==> src/rtl/uart_rx_cfg.sv <==
// Configurable UART receiver: N data bits, optional odd/even parity, 1 or 2 stop bits.
// The line is synchronised and majority-voted before use, and break frames are flagged.
module uart_rx_cfg #(
  parameter int unsigned CLKS_PER_BIT = 10400,
  parameter int unsigned DATA_BITS    = 8,
  parameter int unsigned PARITY_MODE  = 0,
  parameter int unsigned STOP_BITS    = 1
) (
  input  logic                 i_Clock,
  input  logic                 i_Reset,
  input  logic                 i_RX_Serial,
  output logic                 o_RX_DV,
  output logic [DATA_BITS-1:0] o_RX_Byte,
  output logic                 o_Parity_Err,
  output logic                 o_Frame_Err,
  output logic                 o_Break,
  output logic                 o_Busy
);

  localparam int unsigned     CntW     = $clog2(CLKS_PER_BIT);
  localparam logic [CntW-1:0] HalfCnt  = CntW'((CLKS_PER_BIT - 1) / 2);
  localparam logic [CntW-1:0] LastCnt  = CntW'(CLKS_PER_BIT - 1);
  localparam logic [3:0]      LastData = 4'(DATA_BITS - 1);
  localparam logic [3:0]      LastStop = 4'(STOP_BITS - 1);

  typedef enum logic [2:0] {
    StIdle,
    StStart,
    StData,
    StParity,
    StStop,
    StCleanup,
    StWaitHigh
  } state_e;

  state_e               state_q, state_d;
  logic                 sync1_q, sync2_q;
  logic [2:0]           samp_q;
  logic [CntW-1:0]      cnt_q, cnt_d;
  logic [3:0]           idx_q, idx_d;
  logic [DATA_BITS-1:0] shift_q, shift_d;
  logic                 par_bit_q, par_bit_d;
  logic                 ferr_acc_q, ferr_acc_d;
  logic                 dv_q, dv_d;
  logic [DATA_BITS-1:0] byte_q, byte_d;
  logic                 perr_q, perr_d;
  logic                 frerr_q, frerr_d;
  logic                 brk_q, brk_d;
  logic                 busy_q, busy_d;

  logic vote;
  logic bit_tick;
  logic par_xor;
  logic par_err;
  logic stop_ferr;
  logic is_break;

  assign vote = (samp_q[0] & samp_q[1]) | (samp_q[0] & samp_q[2]) | (samp_q[1] & samp_q[2]);
  assign bit_tick = (cnt_q == LastCnt);

  assign par_xor = (^shift_q) ^ par_bit_q;
  always_comb begin
    par_err = 1'b0;
    if (PARITY_MODE == 1) begin
      par_err = ~par_xor;
    end else if (PARITY_MODE == 2) begin
      par_err = par_xor;
    end
  end

  // Frame error including the stop sample being taken this cycle.
  assign stop_ferr = ferr_acc_q | ~vote;
  assign is_break  = stop_ferr && (shift_q == '0) && ((PARITY_MODE == 0) || !par_bit_q);

  always_comb begin
    state_d    = state_q;
    cnt_d      = cnt_q;
    idx_d      = idx_q;
    shift_d    = shift_q;
    par_bit_d  = par_bit_q;
    ferr_acc_d = ferr_acc_q;
    dv_d       = 1'b0;
    byte_d     = byte_q;
    perr_d     = perr_q;
    frerr_d    = frerr_q;
    brk_d      = brk_q;

    unique case (state_q)
      StIdle: begin
        cnt_d      = '0;
        idx_d      = '0;
        par_bit_d  = 1'b0;
        ferr_acc_d = 1'b0;
        if (!vote) begin
          state_d = StStart;
        end
      end
      StStart: begin
        if (cnt_q == HalfCnt) begin
          cnt_d   = '0;
          state_d = vote ? StIdle : StData;
        end else begin
          cnt_d = cnt_q + CntW'(1);
        end
      end
      StData: begin
        if (bit_tick) begin
          cnt_d   = '0;
          // LSB arrives first, so shifting in at the top leaves it in bit 0.
          shift_d = {vote, shift_q[DATA_BITS-1:1]};
          if (idx_q == LastData) begin
            idx_d   = '0;
            state_d = (PARITY_MODE != 0) ? StParity : StStop;
          end else begin
            idx_d = idx_q + 4'd1;
          end
        end else begin
          cnt_d = cnt_q + CntW'(1);
        end
      end
      StParity: begin
        if (bit_tick) begin
          cnt_d     = '0;
          par_bit_d = vote;
          state_d   = StStop;
        end else begin
          cnt_d = cnt_q + CntW'(1);
        end
      end
      StStop: begin
        if (bit_tick) begin
          cnt_d      = '0;
          ferr_acc_d = stop_ferr;
          if (idx_q == LastStop) begin
            idx_d   = '0;
            dv_d    = 1'b1;
            byte_d  = shift_q;
            perr_d  = par_err;
            frerr_d = stop_ferr;
            brk_d   = is_break;
            state_d = StCleanup;
          end else begin
            idx_d = idx_q + 4'd1;
          end
        end else begin
          cnt_d = cnt_q + CntW'(1);
        end
      end
      StCleanup: begin
        state_d = brk_q ? StWaitHigh : StIdle;
      end
      StWaitHigh: begin
        if (vote) begin
          state_d = StIdle;
        end
      end
      default: begin
        state_d = StIdle;
      end
    endcase

    busy_d = (state_d != StIdle);
  end

  always_ff @(posedge i_Clock) begin
    if (i_Reset) begin
      sync1_q    <= 1'b1;
      sync2_q    <= 1'b1;
      samp_q     <= 3'b111;
      state_q    <= StIdle;
      cnt_q      <= '0;
      idx_q      <= '0;
      shift_q    <= '0;
      par_bit_q  <= 1'b0;
      ferr_acc_q <= 1'b0;
      dv_q       <= 1'b0;
      byte_q     <= '0;
      perr_q     <= 1'b0;
      frerr_q    <= 1'b0;
      brk_q      <= 1'b0;
      busy_q     <= 1'b0;
    end else begin
      sync1_q    <= i_RX_Serial;
      sync2_q    <= sync1_q;
      samp_q     <= {samp_q[1:0], sync2_q};
      state_q    <= state_d;
      cnt_q      <= cnt_d;
      idx_q      <= idx_d;
      shift_q    <= shift_d;
      par_bit_q  <= par_bit_d;
      ferr_acc_q <= ferr_acc_d;
      dv_q       <= dv_d;
      byte_q     <= byte_d;
      perr_q     <= perr_d;
      frerr_q    <= frerr_d;
      brk_q      <= brk_d;
      busy_q     <= busy_d;
    end
  end

  assign o_RX_DV      = dv_q;
  assign o_RX_Byte    = byte_q;
  assign o_Parity_Err = perr_q;
  assign o_Frame_Err  = frerr_q;
  assign o_Break      = brk_q;
  assign o_Busy       = busy_q;

endmodule
==> config.mk <==
export PLATFORM = sky130hd
export DESIGN_NAME = uart_rx_cfg
export DESIGN_NICKNAME = d
export VERILOG_FILES = /design/src/rtl/uart_rx_cfg.sv
export SDC_FILE = /design/constraint.sdc
export NUM_CORES = 1
export LEC_CHECK = 0
export BUFFER_PORTS_ARGS = -buffer_cell sky130_fd_sc_hd__buf_2
export CORE_AREA = 2 2 54 93
export DETAILED_ROUTE_END_ITERATION = 12
export DIE_AREA = 0 0 56 95
export GPL_TIMING_DRIVEN = 0
export PLACE_DENSITY = 0.72
export RECOVER_POWER = 50
export SLEW_MARGIN = 20
export SYNTH_ARGS = -nofsm -noshare
export SYNTH_HDL_FRONTEND = slang
export SYNTH_SLANG_ARGS = --single-unit
==> constraint.sdc <==
create_clock -name i_Clock -period 1.8 [get_ports i_Clock]
set_input_delay 0 -clock i_Clock [delete_from_list [all_inputs] [get_ports i_Clock]]
set_output_delay 0 -clock i_Clock [all_outputs]
set_load 0.03 [all_outputs]
Yosys cells after proc, flatten, opt, wreduce, memory -nomap -nowiden:

Cells that the tools add are included.

* $add $sub $neg: 2
* equality and inequality tests: 11
* mux-type cells: 22
* bitwise logic cells: 9
* reduce and logical (&&, ||, !) cells: 14

Operator list (number)
* case mux 14 bit (3 select lines): 1
* two-way mux 14 bit: 2
* two-way mux 3 bit: 9
* case mux 3 bit (7 select lines): 1
* two-way mux 4 bit: 4
* adder 14 x 1 -> 14 bit, second input constant: 1
* equality test 14 x 13 -> 1 bit, second input constant: 1
* equality test 14 bit, second input constant: 1
* case mux 4 bit (3 select lines): 1
* equality test 3 bit, second input constant: 3
* nonzero test 3 bit: 3
* zero test 8 bit: 1
* equality test 3 x 2 -> 1 bit, second input constant: 2
* AND reduction 3 bit: 2
* OR reduction 3 bit: 2
* adder 4 x 1 -> 4 bit, second input constant: 1
* equality test 4 x 3 -> 1 bit, second input constant: 1
* zero test 4 bit: 1
* inequality test 2 bit, second input constant: 2
* AND reduction 2 bit: 2
* AND 1 bit: 3
* equality test 3 x 1 -> 1 bit, second input constant: 1
* zero test 3 bit: 1
* inverter 1 bit: 3
* other kinds (6): 9

* register bits: 47
* input port bits: 3

Depth between registers and ports, before layout:

* depth after elaboration: 7
* mapped depth: 8

Worst setup path after synthesis:

OpenSTA, ideal clock, no wires.

* kind: register to register
* from: reg cnt_q[0]
* to: reg cnt_q[3]
* setup time: 117 ps
* arrival time: 1840 ps
* data required time: 1683 ps
* setup slack: -158 ps
* cell stages (with the launch flop): 9
* buffers on the path: 2
* clock period less this slack: 1958 ps
* cells stage by stage: dfxtp_1 ha_1 and4_4 and4_1 buf_2 o22ai_2 or2_0 buf_2 a32o_1

* longest elaborated chain between the ends: 3
* elaborated cells between the ends (all ways): 6
* classes of those cells: add/sub (1); eq/ne (2); mux (3)

RTL lines
* start: declaration: line 39 `logic [CntW-1:0] cnt_q, cnt_d;`
* start signal: assignment: line 187 `cnt_q <= cnt_d;`
* adder 14 x 1 -> 14 bit, or another cell as far along
* two-way mux 14 bit (on tied branches)
* case mux 14 bit (3 select lines) (*): line 88 `unique case (state_q)`

Mark *: on every way between the ends. The rest lies on a longest branch, timed or not.
A chain may end at the register's enable or synchronous reset.

Worst setup path after layout:

* from: reg cnt_q[0]
* to: reg cnt_q[6]

The elaborated chain is that of the path after synthesis.

==> out/results.txt <==
Unique masters post-synth -> 54
HP Class -> primary input to register
R2r startpoint -> cnt_q[0]
Vias per cell -> 6.22
CTS Sinks -> 47
Max cap viols -> 0
Synthesized flop and latch total -> 47
Synth Area in Simple Gates -> 30.9%
Synth-to-layout area growth -> 22.0%
Leakage Power -> 0.975 nW
Initial antenna violation count -> 0
RSZ-0062 raised after global routing -> yes
Die X -> 56 microns
GP Congestion -> 0.961
Worst vdd ir -> 0.000778 V
Drt drc -> 0
FF-to-FF setup slack -> -0.12 ns
Hold Path End -> state_q[2]
Mapped Avg Cell Area -> 8.02 sq um
Die area -> 5320 sq um
CTS H-Tree Depth -> 2
Mapped Cells -> 295
CTS Buf Count -> 5
Slew @ Worst Pin -> 0.564 ns
Fin. max-slew vios -> 0
Tmin final -> 1.92 ns
Core area -> 4620 sq um
TNS Setup -> -0.822 ns
Number of global-route vias before repair -> 2136
Asr flop ratio synth -> 0%
Startpoint Class -> register
Synthesized Nets -> 301
Mux cell area share after synthesis -> 2.11%
Max_slew headroom -> 62.4%
Clock Skew -> 0.00950 ns
Final nets -> 333
Worst path required time -> 1.99 ns
I/O pins -> 16
Num rows -> 33
Final Hold Vio Count -> 0
Post-DP HPWL -> 4.31 mm
RR Endpoint -> cnt_q[6]
Grt ovf -> 0
Final worst-path setup slack -> -0.124 ns
Number of port buffers -> 14
Crit path capture type -> register
CTS tree -> done
Tot Pwr -> 0.00200 W
Status -> finished with violations
Pwr Density -> 693 nW/um^2
Hold depth -> 3
Failing checks -> setup timing
Period utilization -> 107%
Die height -> 95 microns
Final wirelength -> 6.22 mm
Clock Path Buffers -> 2
Register area share after synthesis -> 39.7%
Clock-pin transition on the worst setup and hold timing paths -> 0.09 ns
Antenna viol nets, final -> 0
Most frequent cells in the layout -> nand2_1, dfxtp_1, a21oi_1
Clock latency on the worst-skew pair -> 0.30 ns
Fraction of layout cells with a size suffix above 1 -> 20.7%
Hold Startpoint -> i_Reset
Post-Synth Adder-Cell Area -> 2.48%
Crit path DAT -> 2.11 ns
1st-pass router iterations -> 4
GRT Overall Usage -> 24.0%
EDFF count, synth -> 0
Commonest non-fill, non-tap cell in the layout -> nand2_1
Final Setup Violations -> 11
CTS root buffer -> clkbuf_8
Largest net degree at the start of global routing -> 15
Fmax -> 520 MHz
Dominant synthesized flop cell -> dfxtp_1
Largest family of logic cells by synthesized area -> simple AND/OR/NAND/NOR gates
Vias -> 2364
Initial DRC count -> 74
Synth Area in XOR/XNOR -> 0%
Worst R2R Path Depth -> 8
DR WL/cell -> 16.4 microns
Crit path max fanout -> 8
Global-route wire length before repair -> 10.2 mm
Total of warnings raised by yosys -> 0
Critical path type -> register to register
Mapped cell area -> 2370 sq um
Fillers -> 414
Antenna cell count -> 0
Synth Area in Compound Gates -> 19.5%
Initial core utilization -> 51.2%
cell usage after synthesis (3+ instances only):
master / count / share of area [%]
a21oi_1: 27 / 5.7
a31oi_1: 3 / 0.79
a32o_1: 5 / 2.1
and3_1: 6 / 1.6
and4_1: 3 / 1.1
buf_2: 5 / 1.1
clkbuf_1: 11 / 1.7
dfxtp_1: 47 / 40
ha_1: 3 / 1.6
inv_1: 9 / 1.4
mux2i_1: 5 / 2.1
nand2_1: 49 / 7.8
nand2b_1: 6 / 1.6
nand3_1: 8 / 1.7
nand4_1: 6 / 1.6
nor2_1: 14 / 2.2
nor3_1: 14 / 3.0
nor3b_1: 3 / 0.95
nor4_1: 7 / 1.8
o211ai_1: 8 / 2.5
o21a_1: 3 / 0.95
o21ai_0: 6 / 1.3
o22ai_1: 4 / 1.1
or2_2: 7 / 1.8
or3_1: 3 / 0.79
kinds of logic (layout without fill, tap and decap cells):
logic type	count (synthesis)	after routing
simple gates	138	139
fa+ha+maj	5	5
mux	5	5
other cells	1	1
buf+inv	29	61
flops	47	47
compound gates	70	70
critical path, stage by stage (launching register included):
cell     delay, ns
dfxtp_4       0.38
ha_4          0.14
and4_4        0.26
and4_1        0.20
buf_6         0.13
o22ai_4       0.11
or2_0         0.23
buf_4         0.16
a32o_1        0.20
power by group:
part / leakage [nW] / switching [W] / internal [W]
Sequential: 0.382 / 0.00000115 / 0.00104
Clock: 0.0654 / 0.000360 / 0.000555
Combinational: 0.528 / 0.0000333 / 0.0000117
routing by layer:
metal | share of wire (%) | vias up | global-route usage [%]
met1 | 37 | 1139 | 25.3
met4 | 3.9 | 0 | 10.9
met2 | 55 | 66 | 45.6
met3 | 4.1 | 26 | 3.84
li1 | - | 1133 | -
met5 | 0 | - | 0
metrics by stage:
stage	hold WS [ns]	cells	area, sq um	worst slack [ns]	utilization (%)
3_5_place_dp	0.188	361	2540	-0.341	54.9
5_1_grt	0.189	380	2890	-0.196	62.4
4_1_cts	0.132	377	2800	-0.134	60.6
2_1_floorplan	0.104	295	2400	0.00473	-
3_3_place_gp	0.182	361	2540	-0.321	54.9
6_report	0.150	380	2890	-0.124	62.4
worst max-delay path by stage:
stage / slack [ns] / cells past startpoint / to / from
after global routing: -0.20 / 8 / cnt_q[12] / cnt_q[0]
after detailed placement: -0.34 / 7 / shift_q[4] / cnt_q[0]
final: -0.12 / 8 / cnt_q[6] / cnt_q[0]
after floorplan: 0.005 / 8 / cnt_q[3] / cnt_q[1]
after global placement: -0.32 / 6 / cnt_q[7] / state_q[1]
after CTS: -0.13 / 8 / cnt_q[6] / cnt_q[0]
final cells by class:
cell class	instances	area, sq um	share of cell area [%]
buffer	15	97.6	3.38
multi-input combinational	220	1430	49.5
inverter	10	37.5	1.30
clock buffer	6	72.6	2.51
timing repair buffer	28	174	6.02
sequential	47	952	33.0
tap	52	65.1	2.25
clock inverter	2	60.1	2.08
timing repair:
item / 4_1_cts / 5_1_grt
pin swaps: 7 / 23
resized for setup: 17 / 17
cloned: 0 / 1
hold endpoints to repair: 1 / 0
buffers inserted: 9 / 4
hold buffers: 1 / 0
endpoints found under the setup margin: 33 / 35
sequential cells by signal (all words and copies together), names as in the netlist:
register,count
o_RX_Byte,8
o_Break,1
shift_q,8
samp_q,3
ferr_acc_q,1
o_Frame_Err,1
sync1_q,1
o_Busy,1
sync2_q,1
cnt_q,14
o_RX_DV,1
idx_q,4
state_q,3
Note: power is estimated with default switching activity, not from simulation.
